===== src/rtl/axi4_lite_pkg.sv =====
// ---------------------------------------------------------------------------
// axi4_lite_pkg
// Definitions shared by the AXI4-Lite command master and the AXI4-Lite slave.
//   - AXI response codes (RRESP / BRESP encodings)
//   - axi_mst_state_t: state encoding of the command master FSM
// ---------------------------------------------------------------------------
package axi4_lite_pkg;

    localparam logic [1:0] RESP_OKAY   = 2'b00;
    localparam logic [1:0] RESP_EXOKAY = 2'b01;
    localparam logic [1:0] RESP_SLVERR = 2'b10;
    localparam logic [1:0] RESP_DECERR = 2'b11;

    typedef enum logic [2:0] {
        ST_IDLE    = 3'd0,  // waiting for a command
        ST_WR      = 3'd1,  // AW and W channels in flight
        ST_WR_RESP = 3'd2,  // waiting for BVALID
        ST_RD_ADDR = 3'd3,  // AR channel in flight
        ST_RD_DATA = 3'd4,  // waiting for RVALID
        ST_RSP     = 3'd5   // presenting the response to the host
    } axi_mst_state_t;

endpackage


===== src/rtl/axi4_lite_cmd_master.sv =====
// ---------------------------------------------------------------------------
// axi4_lite_cmd_master
// Turns single-beat read/write commands into AXI4-Lite transactions, one at a
// time, and returns read data / response on a valid-ready response port.
//
// Ports
//   aclk, aresetn          clock, synchronous active-low reset
//   in_cmd_*/out_cmd_ready command port (write flag, byte address, write data)
//   out_rsp_*/in_rsp_ready response port (write echo, read data, AXI resp)
//   out_err / in_err_clr   sticky non-OKAY flag and its clear
//   out_wr_count/rd_count  completed transaction counters (wrap at 16 bits)
//   out_m_* / in_m_*       AXI4-Lite master side: AR, R, AW, W, B channels
// ---------------------------------------------------------------------------
module axi4_lite_cmd_master
    import axi4_lite_pkg::*;
#(
    parameter int ADDR_WIDTH = 12,
    parameter int DATA_WIDTH = 32
) (
    input  logic                  aclk,
    input  logic                  aresetn,
    // command port
    input  logic                  in_cmd_valid,
    output logic                  out_cmd_ready,
    input  logic                  in_cmd_write,
    input  logic [ADDR_WIDTH-1:0] in_cmd_addr,
    input  logic [DATA_WIDTH-1:0] in_cmd_wdata,
    // response port
    output logic                  out_rsp_valid,
    input  logic                  in_rsp_ready,
    output logic                  out_rsp_write,
    output logic [DATA_WIDTH-1:0] out_rsp_rdata,
    output logic [1:0]            out_rsp_resp,
    // status
    output logic                  out_err,
    input  logic                  in_err_clr,
    output logic [15:0]           out_wr_count,
    output logic [15:0]           out_rd_count,
    // AXI read address
    output logic [ADDR_WIDTH-1:0] out_m_araddr,
    output logic                  out_m_arvalid,
    input  logic                  in_m_arready,
    // AXI read data
    input  logic [DATA_WIDTH-1:0] in_m_rdata,
    input  logic [1:0]            in_m_rresp,
    input  logic                  in_m_rvalid,
    output logic                  out_m_rready,
    // AXI write address
    output logic [ADDR_WIDTH-1:0] out_m_awaddr,
    output logic                  out_m_awvalid,
    input  logic                  in_m_awready,
    // AXI write data
    output logic [DATA_WIDTH-1:0] out_m_wdata,
    output logic                  out_m_wvalid,
    input  logic                  in_m_wready,
    // AXI write response
    input  logic [1:0]            in_m_bresp,
    input  logic                  in_m_bvalid,
    output logic                  out_m_bready
);

    axi_mst_state_t        state_q;
    logic                  write_q;
    logic [ADDR_WIDTH-1:0] addr_q;
    logic [DATA_WIDTH-1:0] wdata_q;
    logic                  awvalid_q, wvalid_q, arvalid_q, rready_q, bready_q;
    logic                  aw_done_q, w_done_q;
    logic                  rsp_valid_q;
    logic [DATA_WIDTH-1:0] rsp_rdata_q;
    logic [1:0]            rsp_resp_q;
    logic                  err_q;
    logic [15:0]           wr_count_q, rd_count_q;

    // Handshake tracking for the two independent write channels. The _d
    // values include a handshake happening this cycle, so the FSM leaves WR
    // on the same edge as the last of the two handshakes.
    logic aw_done_d, w_done_d;
    assign aw_done_d = aw_done_q | (awvalid_q & in_m_awready);
    assign w_done_d  = w_done_q  | (wvalid_q  & in_m_wready);

    // A response is captured on a B or R handshake; drives the sticky error.
    logic       cap_en;
    logic [1:0] cap_resp;
    assign cap_en   = (bready_q & in_m_bvalid) | (rready_q & in_m_rvalid);
    assign cap_resp = rready_q ? in_m_rresp : in_m_bresp;

    // The only unregistered output: ready is a state decode, gated by reset
    // so the host never sees ready while the master is being reset.
    assign out_cmd_ready = aresetn & (state_q == ST_IDLE);

    always_ff @(posedge aclk) begin
        // NOTE: sequential state uses non-blocking assignments only, so every
        // register samples the pre-edge values regardless of statement order.
        if (!aresetn) begin
            // NOTE: reset clears the command/data registers too, not just the
            // control bits, so the AXI address/data buses read 0 in reset.
            state_q     <= ST_IDLE;
            write_q     <= 1'b0;
            addr_q      <= '0;
            wdata_q     <= '0;
            awvalid_q   <= 1'b0;
            wvalid_q    <= 1'b0;
            arvalid_q   <= 1'b0;
            rready_q    <= 1'b0;
            bready_q    <= 1'b0;
            aw_done_q   <= 1'b0;
            w_done_q    <= 1'b0;
            rsp_valid_q <= 1'b0;
            rsp_rdata_q <= '0;
            rsp_resp_q  <= RESP_OKAY;
            err_q       <= 1'b0;
            wr_count_q  <= '0;
            rd_count_q  <= '0;
        end else begin
            // A capture of a non-OKAY response beats a simultaneous clear.
            if (cap_en && cap_resp != RESP_OKAY) begin
                err_q <= 1'b1;
            end else if (in_err_clr) begin
                err_q <= 1'b0;
            end

            case (state_q)
                ST_IDLE: begin
                    if (in_cmd_valid) begin
                        write_q <= in_cmd_write;
                        addr_q  <= in_cmd_addr;
                        wdata_q <= in_cmd_wdata;
                        if (in_cmd_write) begin
                            awvalid_q <= 1'b1;
                            wvalid_q  <= 1'b1;
                            aw_done_q <= 1'b0;
                            w_done_q  <= 1'b0;
                            state_q   <= ST_WR;
                        end else begin
                            arvalid_q <= 1'b1;
                            state_q   <= ST_RD_ADDR;
                        end
                    end
                end
                ST_WR: begin
                    if (in_m_awready) awvalid_q <= 1'b0;
                    if (in_m_wready)  wvalid_q  <= 1'b0;
                    aw_done_q <= aw_done_d;
                    w_done_q  <= w_done_d;
                    if (aw_done_d && w_done_d) begin
                        bready_q <= 1'b1;
                        state_q  <= ST_WR_RESP;
                    end
                end
                ST_WR_RESP: begin
                    if (in_m_bvalid) begin
                        bready_q    <= 1'b0;
                        rsp_rdata_q <= '0;
                        rsp_resp_q  <= in_m_bresp;
                        wr_count_q  <= wr_count_q + 16'd1;
                        rsp_valid_q <= 1'b1;
                        state_q     <= ST_RSP;
                    end
                end
                ST_RD_ADDR: begin
                    if (in_m_arready) begin
                        arvalid_q <= 1'b0;
                        rready_q  <= 1'b1;
                        state_q   <= ST_RD_DATA;
                    end
                end
                ST_RD_DATA: begin
                    if (in_m_rvalid) begin
                        rready_q    <= 1'b0;
                        rsp_rdata_q <= in_m_rdata;
                        rsp_resp_q  <= in_m_rresp;
                        rd_count_q  <= rd_count_q + 16'd1;
                        rsp_valid_q <= 1'b1;
                        state_q     <= ST_RSP;
                    end
                end
                ST_RSP: begin
                    if (in_rsp_ready) begin
                        rsp_valid_q <= 1'b0;
                        state_q     <= ST_IDLE;
                    end
                end
                default: state_q <= ST_IDLE;
            endcase
        end
    end

    assign out_m_awaddr  = addr_q;
    assign out_m_araddr  = addr_q;
    assign out_m_wdata   = wdata_q;
    assign out_m_awvalid = awvalid_q;
    assign out_m_wvalid  = wvalid_q;
    assign out_m_arvalid = arvalid_q;
    assign out_m_rready  = rready_q;
    assign out_m_bready  = bready_q;
    assign out_rsp_valid = rsp_valid_q;
    assign out_rsp_write = write_q;
    assign out_rsp_rdata = rsp_rdata_q;
    assign out_rsp_resp  = rsp_resp_q;
    assign out_err       = err_q;
    assign out_wr_count  = wr_count_q;
    assign out_rd_count  = rd_count_q;

endmodule


===== config.mk =====
export PLATFORM = sky130hd
export DESIGN_NAME = axi4_lite_cmd_master
export DESIGN_NICKNAME = d
export VERILOG_FILES = /design/src/rtl/axi4_lite_pkg.sv /design/src/rtl/axi4_lite_cmd_master.sv
export SDC_FILE = /design/constraint.sdc
export NUM_CORES = 1
export LEC_CHECK = 0
export CAP_MARGIN = 15
export CORE_MARGIN = 10
export CORE_UTILIZATION = 30
export CTS_BUF_LIST = sky130_fd_sc_hd__clkbuf_2
export DETAILED_ROUTE_END_ITERATION = 6
export SKIP_CTS_REPAIR_TIMING = 1
export SLEW_MARGIN = 20
export SYNTH_ARGS = -nofsm -noshare
export SYNTH_HDL_FRONTEND = slang
export SYNTH_SLANG_ARGS = --single-unit

===== constraint.sdc =====
create_clock -name aclk -period 2.3 [get_ports aclk]
set_input_delay 0.46 -clock aclk [delete_from_list [all_inputs] [get_ports aclk]]
set_output_delay 0.46 -clock aclk [all_outputs]
set_load 0.02 [all_outputs]

Word-level counts from Yosys, hierarchy flattened. Cells that the tools add are included.

Bitwise operators: 8. Reductions and logical operators: 23. Mux-type cells: 41. Equality and inequality tests: 15. Multipliers: 0. Shift operators: 0. $add $sub $neg: 2. Magnitude comparators: 0. Div/mod/pow operators: 0.

Operators by type and width (number): two-way mux 32 bit (2); case mux 32 bit (2 select lines) (1); adder 16 x 1 -> 16 bit (second input constant) (2); inequality test 2 bit (second input constant) (10); two-way mux 1 bit (18); two-way mux 3 bit (6); case mux 3 bit (6 select lines) (1); AND reduction 4 bit (4); case mux 1 bit (2 select lines) (7); nonzero test 2 bit (7); AND reduction 3 bit (4); two-way mux 2 bit (4); == test 3 x 2 -> 1 bit (second input constant) (2); == test 3 bit (second input constant) (2); AND reduction 2 bit (3); AND reduction 6 bit (1); AND 1 bit (5); case mux 2 bit (2 select lines) (1); == test 3 x 1 -> 1 bit (second input constant) (1); zero test 3 bit (1); bitwise OR 1 bit (3); case mux 1 bit (3 select lines) (1); nonzero test 3 bit (1); logical AND 1 bit (2).

Logic and storage cells: 106. RAM bits: 0. Latch bits: 0. Memories kept: 0. Input bits: 91. Output and inout port bits: 131. Bits in read-only memories: 0. Register bits after elaboration: 123.

Depth between registers and ports, before layout. Gate-level depths: netlist of the first run.

Depth in word-level cells: 5. Gate-level depth with buffers: 7. Depth with buffers taken out: 5.

Worst setup path before layout of the first run. No wires, ideal clock.

Path kind: register to output. Start: register state_q[0]. End: output port out_cmd_ready. Path slack: 0.440 ns. Arrival time: 1.400 ns. Data required time: 1.840 ns. Cell stages (with the launch flop): 4. Buffers on the path: 2. Cell sequence: dfxtp_1 -> clkbuf_1 -> clkbuf_1 -> nor4_1.

Longest elaborated chain between the ends: 2.

Ends and longest elaborated chain: from (decl) (line axi4_lite_cmd_master.sv:62) `axi_mst_state_t state_q;`; from (signal assigned) (line axi4_lite_cmd_master.sv:97) `state_q <= ST_IDLE;`; from (signal assigned) (line axi4_lite_cmd_master.sv:133) `state_q <= ST_WR;`; from (signal assigned) (line axi4_lite_cmd_master.sv:136) `state_q <= ST_RD_ADDR;`; zero test 3 bit (line axi4_lite_cmd_master.sv:89) `assign out_cmd_ready = aresetn & (state_q == ST_IDLE);`; AND 1 bit (line axi4_lite_cmd_master.sv:89); to (decl) (line axi4_lite_cmd_master.sv:24) `output logic out_cmd_ready,`.

Every way passes these cells.

Worst setup path in the final report of the first run.
Start: register wr_count_q[1], in the netlist out_wr_count[1]. End: output port out_wr_count[1].

RTL lines: from (decl) (line axi4_lite_cmd_master.sv:72) `logic [15:0] wr_count_q, rd_count_q;`; from (signal assigned) (line axi4_lite_cmd_master.sv:155) `wr_count_q <= wr_count_q + 16'd1;`; to (decl) (line axi4_lite_cmd_master.sv:37) `output logic [15:0] out_wr_count,`.

No word-level cell between the ends.

==> impl_metrics.py, run 1 <==
metrics = {
    "outcome": {
        "status": "finished clean",
    },
    "timing": {
        "fmax_mhz": 464,
        "skew_ns": 0.0252,
        "rsz0062_at_grt": "no",
        "period_minus_slack_ns": 2.15,
        "fin_setup_tns_ns": 0,
        "drv_slew": 0,
        "worst_slew_pin_slew_ns": 0.803,
        "hold_violations": 0,
        "setup_viol": 0,
        "relSlewSlack": 0.464,
        "fin_crit_sh": 0.937,
    },
    "worst_setup_path": {
        "crit_chain": "clkdlybuf4s50_1",
        "path_buf_inv": 1,
        "end_kind": "output port",
        "critPathRequiredTime_ns": 1.84,
        "crit_type": "flip-flop to output port",
        "rrSetupSlack_ns": 0.38,
        "crit_family": "buffers and inverters",
        "arrival_ns": 1.69,
        "critPathSlowestCell": "clkdlybuf4s50_1",
        "crit_path_max_fanout": 4,
        "worstRegToRegCells": 5,
        "slowest_delay_ns": 0.63,
        "r2r-start": "state_q[0]",
        "reg2reg_to": "out_wr_count[14]",
        "cp-start-kind": "flip-flop",
    },
    "placement": {
        "dp_hpwl_microns": 12900,
        "dpl_cell_area_sq_um": 7500,
        "place_congestion": 0.798,
        "port_buffers": 221,
    },
    "power": {
        "power.total_uw": 6250,
        "power_frac_comb": 0.356,
        "power_switching_uw": 2160,
        "p_per_area_nw_per_um2": 797,
        "clkPwrFrac": 0.241,
        "p_sw_frac": 0.346,
        "intPower_uw": 4080,
        "p_leak_uw": 0.00317,
        "seqPwrFrac": 0.403,
        "ir_drop_v": 0.000420,
    },
    "die": {
        "rows": 47,
        "core_area_sq_um": 16600,
        "die_h_microns": 150,
        "die-area_sq_um": 22500,
        "die_w_microns": 150,
        "start_util": 0.306,
        "ioPinCount": 222,
    },
    "yosys": {
        "ys_warn_count": 0,
        "synth_top_flop_cell": "dfxtp_1",
        "avgSynthCellArea_sq_um": 8.38,
        "synthDistinctLibCells": 53,
        "netlist_area_sq_um": 5080,
        "ys_ff_latch": 123,
        "synth_nets": 699,
        "synth_cells": 606,
        "synth_edf_count": 0,
        "async_reset_ff_frac": 0,
        "ys_seq_area_frac": 0.485,
    },
    "global_route": {
        "grt_max_degree": 74,
        "grt_pass1_vias": 4889,
        "antenna_found_initial": 0,
        "grt_pass1_wl_microns": 26800,
        "grt-ovfl-total": 0,
        "grt_usage": 0.149,
    },
    "clock_network": {
        "cts_tree": "built",
        "clockBufferDepth": 2,
        "clkLatencyLatePin_ns": 0.66,
        "cts-htree-levels": 4,
        "cts_buffers": 17,
        "clk_pin_slew_worst_paths_ns": 0.19,
        "root_buffer": "clkbuf_2",
        "cts_sinks": 123,
    },
    "drt": {
        "vias_per_cell": 4.82,
        "vias": 5024,
        "drt-wirelength-per-cell_microns": 16.6,
        "wirelength_microns": 17300,
        "drtAntennaViolNets": 0,
        "first_pass_iters": 5,
        "drc": 0,
        "drt_iter0_drc": 253,
    },
    "layout": {
        "fin_area_sq_um": 7840,
        "area_growth_pct": 54.4,
        "drive_gt1_frac": 0.0753,
        "diodes": 0,
        "nets": 904,
        "num-fill-cells": 1627,
    },
    "flow_run": {
        "maxCapViolCount": 0,
    },
    "worst_hold_path": {
        "hold-path-endpoint": "out_m_wdata[27]",
        "hold_depth": 3,
        "hold_class": "input port to flip-flop",
        "hold_path_startpoint": "in_cmd_wdata[27]",
    },
}
cell families after synthesis:
logic type / share of synthesized area
buffers and inverters: 0.0549
flip-flops: 0.485
XOR/XNOR: 0.0276
multiplexers: 0.00985
AO/OA/AOI/OAI: 0.145
AND/OR/NAND/NOR: 0.273
adder cells (fa/ha/maj): 0.00493
worst min-delay path, stage by stage:
cell and delay, ns:
clkdlybuf4s50_1 0.40, nand2_1 0.06, a21oi_1 0.05
metal layers:
metal  part of all wire  global-route usage
met3              0.094              0.0657
met2               0.46               0.229
met4              0.021              0.0646
met1               0.43               0.177
met5                  0                   0
worst max path at each step:
stage / startpoint / end / slack, ns / cells past startpoint
2_1_floorplan: state_q[0] / out_cmd_ready / 0.44 / 3
3_3_place_gp: aresetn / out_cmd_ready / -0.36 / 5
3_5_place_dp: aresetn / out_cmd_ready / -0.33 / 5
4_1_cts: state_q[1] / out_cmd_ready / -0.54 / 3
5_1_grt: out_m_bready / out_m_bready / 0.002 / 1
6_report: out_wr_count[1] / out_wr_count[1] / 0.15 / 1
flip-flops by register name (all words and copies together), names as in the netlist, 2 cells and up:
name,cells
out_m_araddr,12
out_rd_count,16
out_wr_count,16
out_m_wdata,32
state_q,3
out_rsp_rdata,32
out_rsp_resp,2
area by class of cell:
cell class	count	area, sq um	share of cell area
clock inverters	10	149	0.0190
clock buffers	21	105	0.0134
well taps	220	275	0.0351
inverters	3	12.5	0.00160
repair buffers	240	2460	0.313
flip-flops and latches	123	2470	0.315
multi-input cells	426	2380	0.303
cell usage in the layout, fill, tap and decap left out, drive strengths merged, types with 5 or more instances in the layout:
cell type        n
or3              6
dlymetal6s2s    27
clkdlybuf4s50  193
clkinv           6
nand2b          39
clkbuf          21
nand3           42
buf             20
nor2            26
nand2          109
and3             5
o21ai            6
mux2i            5
nand4           11
o31ai            5
dfxtp          123
a21oi           99
xor2            12
through the flow:
| stage | setup WS (ns) | hold slack [ns] | instances | util |
|---|---|---|---|---|
| floorplan | 0.440 | 0.455 | 606 | - |
| global placement | -0.365 | 0.442 | 1012 | 0.452 |
| detailed placement | -0.327 | 0.450 | 1012 | 0.452 |
| CTS | -0.545 | 0.215 | 1043 | 0.468 |
| global route | 0.00172 | 0.232 | 1043 | 0.473 |
| finish | 0.146 | 0.331 | 1043 | 0.473 |
synthesized netlist by cell type, types with 4 or more instances:
library cell / instances / area (sq um)
or4_1: 4 / 30.0
o31ai_1: 5 / 37.5
and2_1: 4 / 25.0
nand3b_1: 4 / 30.0
nor3_1: 4 / 20.0
nor2_1: 26 / 97.6
nand3_1: 42 / 210
o21ai_0: 6 / 30.0
or3_1: 5 / 31.3
xnor2_1: 4 / 35.0
clkbuf_1: 25 / 93.8
buf_2: 10 / 50.1
nand4_1: 11 / 68.8
xor2_1: 12 / 105
nand2_1: 109 / 409
and3_1: 5 / 31.3
dfxtp_1: 123 / 2460
mux2i_1: 5 / 50.1
a21oi_1: 99 / 495
buf_4: 12 / 90.1
buf_1: 6 / 22.5
nand2b_1: 39 / 244
power by group through the flow:
stage / clock network (uW) / logic [uW] / registers (uW)
final: 1500 / 2220 / 2520
after global routing: 1650 / 2410 / 2550
after CTS: 1580 / 2250 / 2510
after detailed placement: 0 / 2230 / 2550
after global placement: 0 / 2200 / 2540
after floorplan: 0 / 1070 / 2750
No activity file was read; power rests on OpenSTA's default activity.
==> inputs of run 2 (changes only) <==
SKIP_CTS_REPAIR_TIMING = default   (was 1)
==> run 2 against run 1 <==
  * Clock skew barely moved
  * Flip-flop and latch count did not move
  * Sequential share of layout area rose by 0.22 points
  * Largest cell class unchanged
  * Clock-buffer cell count did not move
  * Global-route usage barely moved
==> impl_metrics.py, run 2 (synthesis results as in run 1) <==
metrics = {
    "worst_setup_path": {
        "path_buf_inv": 1,
        "slowest_delay_ns": 0.63,
        "crit_type": "flip-flop to output port",
        "cp-start-kind": "flip-flop",
        "crit_chain": "clkdlybuf4s50_1",
        "critPathSlowestCell": "clkdlybuf4s50_1",
        "critPathRequiredTime_ns": 1.84,
        "crit_family": "buffers and inverters",
        "arrival_ns": 1.69,
        "crit_path_max_fanout": 4,
        "end_kind": "output port",
    },
    "worst_hold_path": {
        "hold_class": "input port to flip-flop",
    },
    "die": {
        "die_w_microns": 150,
        "start_util": 0.306,
        "rows": 47,
        "ioPinCount": 222,
        "core_area_sq_um": 16600,
        "die-area_sq_um": 22500,
        "die_h_microns": 150,
    },
    "clock_network": {
        "cts_tree": "built",
        "cts_sinks": 123,
        "cts_buffers": 17,
        "root_buffer": "clkbuf_2",
        "cts-htree-levels": 4,
        "clk_pin_slew_worst_paths_ns": 0.19,
        "clockBufferDepth": 2,
        "clkLatencyLatePin_ns": 0.66,
    },
    "timing": {
        "worst_slew_pin_slew_ns": 0.800,
        "fin_crit_sh": 0.937,
        "fmax_mhz": 464,
        "skew_ns": 0.0248,
        "drv_slew": 0,
        "period_minus_slack_ns": 2.15,
        "hold_violations": 0,
        "rsz0062_at_grt": "no",
        "hold_slack_ns": 0.330,
        "setup_viol": 0,
        "relSlewSlack": 0.467,
    },
    "layout": {
        "final_common_cell": "clkdlybuf4s50_1",
        "drive_gt1_frac": 0.0741,
        "mostFrequentLayoutCells": "193 x clkdlybuf4s50_1, 121 x dfxtp_1, 109 x nand2_1, 98 x a21oi_1, 42 x nand3_1",
        "area_growth_pct": 53.2,
        "nets": 904,
        "fin_area_sq_um": 7780,
        "diodes": 0,
        "regArea_sq_um": 2460,
        "num-fill-cells": 1638,
        "fin_util": 0.469,
        "multi_input_area_sq_um": 2380,
    },
    "outcome": {
        "status": "finished clean",
    },
    "global_route": {
        "grt_usage": 0.149,
        "grt-ovfl-total": 0,
        "grt_max_degree": 74,
        "antenna_found_initial": 0,
        "grt_pass1_vias": 4891,
        "grt_pass1_wl_microns": 26800,
    },
    "drt": {
        "drtAntennaViolNets": 0,
        "first_pass_iters": 5,
        "vias_per_cell": 4.82,
        "drt-wirelength-per-cell_microns": 16.5,
        "wirelength_microns": 17200,
        "drc": 0,
        "drt_iter0_drc": 250,
        "vias": 5032,
    },
    "placement": {
        "port_buffers": 221,
        "place_congestion": 0.798,
        "dpl_cell_area_sq_um": 7500,
        "dp_hpwl_microns": 12900,
    },
    "power": {
        "p_per_area_nw_per_um2": 802,
        "power.total_uw": 6240,
        "ir_drop_v": 0.000419,
        "p_leak_uw": 0.00296,
    },
    "flow_run": {
        "maxCapViolCount": 0,
    },
}
[run 2: cell count changes in the layout (fill, tap and decap cells not counted), sizes merged]
cell          change
dlygate4sd2      +15
dlymetal6s2s     -15
[run 2: stage by stage]
| step | worst slack [ns] | TNS (ns) | std cells |
|---|---|---|---|
| 6_report | 0.146 | 0 | 1043 |
| 5_1_grt | 0.00172 | 0 | 1043 |
| 4_1_cts | 0.000359 | 0 | 1043 |
| 3_5_place_dp | -0.327 | -8.73 | 1012 |
| 3_3_place_gp | -0.365 | -5.61 | 1012 |
| 2_1_floorplan | 0.440 | 0 | 606 |
[run 2: power by group]
group / total, uW / internal, uW / switching (uW)
clock network: 1500 / 713 / 788
logic: 2220 / 1020 / 1200
registers: 2520 / 2350 / 168
total: 6240 / 4080 / 2160
[run 2: worst paths after layout]
check | cells past startpoint | start | to | slack (ns)
setup / recovery | 1 | out_wr_count[1] | out_wr_count[1] | 0.15
setup reg to reg | 5 | state_q[0] | out_wr_count[14] | 0.38
hold reg to reg | 2 | out_m_wdata[31] | out_m_wdata[31] | 0.47
hold / removal | 3 | in_cmd_wdata[21] | out_m_wdata[21] | 0.33
[run 2: repair_timing]
item / 4_1_cts / 5_1_grt
endpoints found under the setup margin: 16 / 12
hold buffers: 0 / 0
setup buffers: 0 / 0
resized for setup: 22 / 12
hold endpoints to repair: 0 / 0
[run 2: per-layer routing]
metal	track usage	up-vias	part of all wire
met2	0.230	183	0.46
met3	0.0645	26	0.10
met4	0.0646	0	0.025
met1	0.177	2333	0.42
met5	0	-	0
li1	-	2490	-
[run 2: layout make-up]
class	instances	area share
Multi-Input combinational cell	426	0.305
Tap cell	220	0.0354
Timing Repair Buffer	240	0.308
Clock inverter	10	0.0191
Clock buffer	21	0.0135
Inverter	3	0.00161
Sequential cell	123	0.317
